## src/rtl/sram_ana_ctrl.sv

```systemverilog
// -----------------------------------------------------------------------------
// sram_ana_ctrl
//
// Request-side access controller placed directly upstream of an SRAM macro
// whose pins carry analog-encoded levels. One digital read or write request
// is accepted at a time over a valid/ready handshake. The controller drives
// the macro's encoded bus with a setup / strobe / capture sequence, then
// thresholds the returned levels into digital read data. That data is
// returned over a valid/ready response port.
//
// Every logic bit on the analog side is an ANA_WIDTH-bit level. A logic 1
// is FULL_SCALE and a logic 0 is zero; no other level is ever driven.
//
// Ports
//   clk           in   system clock, rising edge
//   rst_n         in   asynchronous active-low reset
//   req_valid     in   request present
//   req_ready     out  controller can accept a request (only in IDLE)
//   req_we        in   1 = write, 0 = read
//   req_addr      in   word address
//   req_wdata     in   write data
//   rsp_valid     out  response available
//   rsp_ready     in   consumer accepts the response
//   rsp_rdata     out  decoded read data (old contents for a write)
//   rsp_marginal  out  some dout_a level fell in [THRESH_LO, THRESH_HI)
//   clk_a         out  encoded SRAM clock
//   we_a          out  encoded write enable
//   addr_a[]      out  encoded address bits, one level per bit
//   din_a[]       out  encoded write data bits, one level per bit
//   dout_a[]      in   encoded read data bits from the SRAM
// -----------------------------------------------------------------------------
module sram_ana_ctrl #(
    parameter int DATA_WIDTH   = 8,
    parameter int ADDR_WIDTH   = 4,
    parameter int ANA_WIDTH    = 8,
    parameter int FULL_SCALE   = 255,
    parameter int THRESH_HI    = 160,
    parameter int THRESH_LO    = 96,
    parameter int SETUP_CYCLES = 1,
    parameter int HOLD_CYCLES  = 1
) (
    input  logic                  clk,
    input  logic                  rst_n,

    input  logic                  req_valid,
    output logic                  req_ready,
    input  logic                  req_we,
    input  logic [ADDR_WIDTH-1:0] req_addr,
    input  logic [DATA_WIDTH-1:0] req_wdata,

    output logic                  rsp_valid,
    input  logic                  rsp_ready,
    output logic [DATA_WIDTH-1:0] rsp_rdata,
    output logic                  rsp_marginal,

    output logic [ANA_WIDTH-1:0]  clk_a,
    output logic [ANA_WIDTH-1:0]  we_a,
    output logic [ANA_WIDTH-1:0]  addr_a [ADDR_WIDTH],
    output logic [ANA_WIDTH-1:0]  din_a  [DATA_WIDTH],
    input  logic [ANA_WIDTH-1:0]  dout_a [DATA_WIDTH]
);

    // -------------------------------------------------------------------------
    // Level constants and the phase counter.
    // -------------------------------------------------------------------------
    localparam logic [ANA_WIDTH-1:0] LVL_ONE  = ANA_WIDTH'(FULL_SCALE);
    localparam logic [ANA_WIDTH-1:0] LVL_ZERO = '0;
    localparam logic [ANA_WIDTH-1:0] LVL_HI   = ANA_WIDTH'(THRESH_HI);
    localparam logic [ANA_WIDTH-1:0] LVL_LO   = ANA_WIDTH'(THRESH_LO);

    // One counter serves both SETUP and STROBE. It is sized for the longer
    // of the two phases.
    localparam int CNT_MAX = (SETUP_CYCLES > HOLD_CYCLES) ? SETUP_CYCLES : HOLD_CYCLES;
    localparam int CNT_W   = (CNT_MAX > 1) ? $clog2(CNT_MAX) : 1;

    localparam logic [CNT_W-1:0] SETUP_LAST = CNT_W'(SETUP_CYCLES - 1);
    localparam logic [CNT_W-1:0] HOLD_LAST  = CNT_W'(HOLD_CYCLES - 1);

    typedef enum logic [2:0] {
        IDLE,
        SETUP,
        STROBE,
        CAPTURE,
        RESP
    } state_e;

    // Digital bit -> analog level.
    function automatic logic [ANA_WIDTH-1:0] enc(input logic b);
        return b ? LVL_ONE : LVL_ZERO;
    endfunction

    // -------------------------------------------------------------------------
    // State and registered outputs.
    // -------------------------------------------------------------------------
    state_e                 state_q,        state_d;
    logic [CNT_W-1:0]       cnt_q,          cnt_d;
    logic                   req_ready_q,    req_ready_d;
    logic                   rsp_valid_q,    rsp_valid_d;
    logic [DATA_WIDTH-1:0]  rsp_rdata_q,    rsp_rdata_d;
    logic                   rsp_marginal_q, rsp_marginal_d;
    logic [ANA_WIDTH-1:0]   clk_a_q,        clk_a_d;
    logic [ANA_WIDTH-1:0]   we_a_q,         we_a_d;
    logic [ANA_WIDTH-1:0]   addr_a_q [ADDR_WIDTH];
    logic [ANA_WIDTH-1:0]   addr_a_d [ADDR_WIDTH];
    logic [ANA_WIDTH-1:0]   din_a_q  [DATA_WIDTH];
    logic [ANA_WIDTH-1:0]   din_a_d  [DATA_WIDTH];

    // -------------------------------------------------------------------------
    // Read-data thresholding.
    // A level below THRESH_LO decodes to 0. A level at or above THRESH_HI
    // decodes to 1. Anything in between also decodes to 0, but it raises
    // the marginal flag so that the consumer can tell a weak 1 from a clean 0.
    // -------------------------------------------------------------------------
    logic [DATA_WIDTH-1:0] rd_bits;
    logic                  rd_marginal;

    always_comb begin
        rd_bits     = '0;
        rd_marginal = 1'b0;
        for (int i = 0; i < DATA_WIDTH; i++) begin
            rd_bits[i]  = (dout_a[i] >= LVL_HI);
            rd_marginal = rd_marginal | ((dout_a[i] >= LVL_LO) && (dout_a[i] < LVL_HI));
        end
    end

    // -------------------------------------------------------------------------
    // Next-state logic.
    // -------------------------------------------------------------------------
    always_comb begin
        // NOTE: every _d starts as its _q. A path that forgets to assign a
        // signal then simply holds state, and no latch can be inferred.
        state_d        = state_q;
        cnt_d          = cnt_q;
        req_ready_d    = req_ready_q;
        rsp_valid_d    = rsp_valid_q;
        rsp_rdata_d    = rsp_rdata_q;
        rsp_marginal_d = rsp_marginal_q;
        clk_a_d        = clk_a_q;
        we_a_d         = we_a_q;
        addr_a_d       = addr_a_q;
        din_a_d        = din_a_q;

        unique case (state_q)
            IDLE: begin
                // After reset, req_ready_q is 0. It rises on the first edge
                // spent in IDLE, so the first request is taken one edge later.
                req_ready_d = 1'b1;
                if (req_valid && req_ready_q) begin
                    req_ready_d = 1'b0;
                    for (int i = 0; i < ADDR_WIDTH; i++) begin
                        addr_a_d[i] = enc(req_addr[i]);
                    end
                    for (int i = 0; i < DATA_WIDTH; i++) begin
                        din_a_d[i] = enc(req_wdata[i]);
                    end
                    we_a_d  = enc(req_we);
                    clk_a_d = LVL_ZERO;
                    cnt_d   = '0;
                    state_d = SETUP;
                end
            end

            SETUP: begin
                // The bus has been stable since the accept edge. clk_a rises
                // exactly SETUP_CYCLES edges after acceptance.
                if (cnt_q == SETUP_LAST) begin
                    clk_a_d = LVL_ONE;
                    cnt_d   = '0;
                    state_d = STROBE;
                end else begin
                    cnt_d = cnt_q + CNT_W'(1);
                end
            end

            STROBE: begin
                // addr_a and din_a are not touched here, so they stay stable
                // for the whole high phase of clk_a.
                if (cnt_q == HOLD_LAST) begin
                    clk_a_d = LVL_ZERO;
                    we_a_d  = LVL_ZERO;
                    state_d = CAPTURE;
                end else begin
                    cnt_d = cnt_q + CNT_W'(1);
                end
            end

            CAPTURE: begin
                rsp_rdata_d    = rd_bits;
                rsp_marginal_d = rd_marginal;
                rsp_valid_d    = 1'b1;
                state_d        = RESP;
            end

            RESP: begin
                // A request arriving in the same cycle as the response
                // handshake is not taken here. req_ready only rises on this
                // edge, so that request is accepted on the next edge.
                if (rsp_ready) begin
                    rsp_valid_d = 1'b0;
                    req_ready_d = 1'b1;
                    state_d     = IDLE;
                end
            end

            default: begin
                state_d = IDLE;
            end
        endcase
    end

    // -------------------------------------------------------------------------
    // State registers.
    // -------------------------------------------------------------------------
    // NOTE: sequential state uses non-blocking assignments only. Every
    // register then samples its pre-edge inputs, whatever the statement order.
    always_ff @(posedge clk or negedge rst_n) begin
        if (!rst_n) begin
            state_q        <= IDLE;
            cnt_q          <= '0;
            req_ready_q    <= 1'b0;
            rsp_valid_q    <= 1'b0;
            rsp_rdata_q    <= '0;
            rsp_marginal_q <= 1'b0;
            clk_a_q        <= LVL_ZERO;
            we_a_q         <= LVL_ZERO;
            // NOTE: these per-bit arrays are bus pins, not storage. They must
            // return to zero the instant reset asserts, so each element gets
            // an asynchronous reset (a RAM-style array would be left unreset).
            for (int i = 0; i < ADDR_WIDTH; i++) begin
                addr_a_q[i] <= LVL_ZERO;
            end
            for (int i = 0; i < DATA_WIDTH; i++) begin
                din_a_q[i] <= LVL_ZERO;
            end
        end else begin
            state_q        <= state_d;
            cnt_q          <= cnt_d;
            req_ready_q    <= req_ready_d;
            rsp_valid_q    <= rsp_valid_d;
            rsp_rdata_q    <= rsp_rdata_d;
            rsp_marginal_q <= rsp_marginal_d;
            clk_a_q        <= clk_a_d;
            we_a_q         <= we_a_d;
            for (int i = 0; i < ADDR_WIDTH; i++) begin
                addr_a_q[i] <= addr_a_d[i];
            end
            for (int i = 0; i < DATA_WIDTH; i++) begin
                din_a_q[i] <= din_a_d[i];
            end
        end
    end

    // -------------------------------------------------------------------------
    // Outputs come straight from registers.
    // -------------------------------------------------------------------------
    assign req_ready    = req_ready_q;
    assign rsp_valid    = rsp_valid_q;
    assign rsp_rdata    = rsp_rdata_q;
    assign rsp_marginal = rsp_marginal_q;
    assign clk_a        = clk_a_q;
    assign we_a         = we_a_q;
    assign addr_a       = addr_a_q;
    assign din_a        = din_a_q;

endmodule

```

## config.mk

```make
export PLATFORM = sky130hd
export DESIGN_NAME = sram_ana_ctrl
export DESIGN_NICKNAME = d
export VERILOG_FILES = /design/src/rtl/sram_ana_ctrl.sv
export SDC_FILE = /design/constraint.sdc
export NUM_CORES = 1
export LEC_CHECK = 0
export CORE_MARGIN = 4
export CORE_UTILIZATION = 27
export DETAILED_ROUTE_END_ITERATION = 8
export PLACE_DENSITY_LB_ADDON = 0.2
export SYNTH_ARGS = -nofsm -noshare
export SYNTH_HDL_FRONTEND = slang
export SYNTH_SLANG_ARGS = --single-unit
```

## constraint.sdc

```tcl
create_clock -name clk -period 1.35 [get_ports clk]
set_input_delay 0.27 -clock clk [delete_from_list [all_inputs] [get_ports clk]]
set_output_delay 0.27 -clock clk [all_outputs]
set_load 0.02 [all_outputs]
```

==> out/results.ini <==
[clock_tree]
root_buffer = clkbuf_8
cts-buffers-inserted = 3
hold_buffers = 0
cts.sinks = 28
cts_tree = built
clkLatencyLatePin_ns = 0.28
h-tree-depth = 1
clk_pin_slew_worst_paths_ns = 0.10
clockBufferDepth = 2

[synth]
yosysMostFrequentCell = buf_4
ys_seq_area_share_pct = 34.6
yosys-top-cells-count = buf_4 (98), dfrtp_1 (28), mux2_2 (14), a21oi_1 (10), nor2_1 (10)
synth_top_area_share_pct = 36.3
yosys_warnings = 0
synth-seq-cells = 28
async_reset_ff_share_pct = 100
synthCells = 198
synth_largest_area_cell = buf_4
avgSynthCellArea_um2 = 10.2
synthesis.nets = 279
synth_ff_type = dfrtp_1
ys_top_cells_by_area = buf_4 (36%), dfrtp_1 (35%), mux2_2 (7.8%), mux2_4 (4.4%), o21a_1 (3.0%)
synth_cell_types = 26
synth-edff-count = 0
syn_area_um2 = 2020

[global_route]
grt_pass1_vias = 1351
grt_pass1_wl_um = 6690
grt_max_degree = 29
grt_antenna_before_repair = 0
grt_overflow = 0
grt_usage_pct = 9.44

[worst_setup_path]
crit_chain = dlygate4sd2_1
critPathLaunchType = flip-flop
crit_buf_inv = 1
worst_ep_arrival_time_ns = 1.05
path_class = flip-flop to output pin
crit_slowest_cell = dfrtp_2
critical_path_required_ns = 1.08
crit_fanout = 6
critical_path.top_delay_family = flip-flops
critPathCaptureType = output pin
max_stage_delay_ns = 0.45

[sta]
finalSetupViolCount = 0
rsz0062_at_grt = yes
final_max_slew_viol_count = 0
finalHoldViolations = 0
timing.hold.ws_ns = 0.334
skew_ns = 0.0128
clock.fmax_mhz = 756
worstMarginPinSlew_ns = 0.238
finalCritPeriodShare_pct = 98.0
fin_crit_ns = 1.32
fin_tns_setup_ns = 0
maxSlewHeadroom_pct = 84.2

[route]
top_layer = met4
wl_met2_um = 2400
drt_iter0_drc = 16
dr_wl_met3_um = 548
drc_errors = 0
wl_met1_um = 1950
routed_wl_um = 4920
viasPerCell = 3.90
wl_per_cell_um = 12.9
vias = 1484
drt_pass1_iterations = 4
ant_nets = 0

[die]
ios = 204
die_x_um = 94.6
die_area_um2 = 8950
core-area_um2 = 7250
rows = 31
die_y_um = 94.6
start_util_pct = 27.9

[pwr]
intPower_mw = 4.43
p_sw_share_pct = 50.0
vdd_ir_drop_max_mv = 0.852
combPwrFrac_pct = 71.9
p_clk_share_pct = 7.5
power_density_nw_per_um2 = 2950
p_seq_share_pct = 20.6
p_switching_mw = 4.44
leakagePower_nw = 1.43

[run_status]
outcome = completed

[hold_path]
min_path_type = input pin to asynchronous set/reset pin

[finish]
fin_nets = 364
fillers = 751
drive_above_1_share_pct = 58.9
syn_to_final_growth_pct = 48.5
ff_latch_area_um2 = 721
post-route-util_pct = 41.4
n_antenna_cell = 0
multi_input_area_um2 = 562

[placement]
port_buffers = 163
place.gp.congestion = 0.664
dpl.hpwl_um = 3820

[run]
max_cap_viol_count = 0

==> metal layers <==
layer / track usage [%] / up-vias
met5: 0 / -
met4: 1.80 / 0
met3: 3.43 / 2
met2: 17.4 / 77
met1: 10.4 / 684
li1: - / 721
==> cells by family after synthesis <==
group | after synthesis | synth area share (%)
compound gates | 25 | 7.48
buf+inv | 102 | 38.4
simple gates | 21 | 6.37
flops | 28 | 34.6
mux | 21 | 12.7
xor+xnor | 1 | 0.433
==> per-stage QoR <==
| step | cells | area (µm²) | setup slack [ns] | power (mW) |
|---|---|---|---|---|
| final | 381 | 3010 | 0.0270 | 8.87 |
| after global routing | 381 | 3010 | -0.0324 | 9.38 |
| after CTS | 380 | 3210 | -0.0723 | 9.24 |
| after detailed placement | 370 | 3110 | -0.167 | 9.31 |
| after global placement | 370 | 3110 | -0.163 | 9.24 |
| after floorplan | 198 | 2020 | 0.00890 | 7.22 |
==> cell usage in the layout (no fill, tap or decap), drive strengths merged, types with 2 or more instances in the layout <==
master,n
and2,2
mux2,20
o21a,8
buf,29
clkdlybuf4s15,47
clkdlybuf4s50,40
nor2,11
dlygate4sd2,14
o21ai,2
dfrtp,28
clkbuf,53
o22ai,4
a21oi,10
==> registers in the layout, indices dropped and copies added, names as in the netlist <==
signal        count
din_a             8
rsp_rdata         8
state_q           3
addr_a            4
clk_a             1
rsp_marginal      1
rsp_valid         1
req_ready         1
we_a              1
==> worst reg2reg max path, delay by kind of cell, from the launching register on <==
family	cells	cell delay, ns
multiplexers	1	0.29
flip-flops	1	0.45
AND/OR/NAND/NOR	2	0.29
buffers and inverters	1	0.18
==> area by class of cell <==
class | count | area share (%)
repair buffers | 180 | 50.7
clock inverters | 1 | 0.999
clock buffers | 3 | 1.37
flip-flops and latches | 28 | 24.0
well taps | 99 | 4.12
multi-input cells | 69 | 18.7
inverters | 1 | 0.125
==> power by group through the flow <==
stage	Clock (mW)	Sequential [mW]	Combinational, mW
floorplan	0	2.22	4.99
global placement	0	1.81	7.44
detailed placement	0	1.86	7.45
CTS	0.709	1.83	6.70
global route	0.740	1.95	6.70
finish	0.664	1.82	6.38
==> final timing paths <==
| check | start | endpoint | slack, ns | cells after the start |
|---|---|---|---|---|
| max in group asynchronous | rst_n | addr_a[6] | 0.83 | 2 |
| worst min register to register | rsp_rdata[5] | rsp_rdata[5] | 0.51 | 1 |
| worst max-delay path | we_a[6] | we_a[2] | 0.03 | 1 |
| worst min-delay path | rst_n | we_a[6] | 0.33 | 2 |
| min in group clk | rsp_rdata[5] | rsp_rdata[5] | 0.51 | 1 |
| worst max register to register | state_q[0] | din_a[46] | 0.03 | 4 |
==> timing repair <==
item,CTS,global route
gates cloned,1,0
setup endpoints to repair,131,81
setup buffers,5,1
pin swaps,0,1
resized for setup,306,71
(Power assumes the default switching activity.)
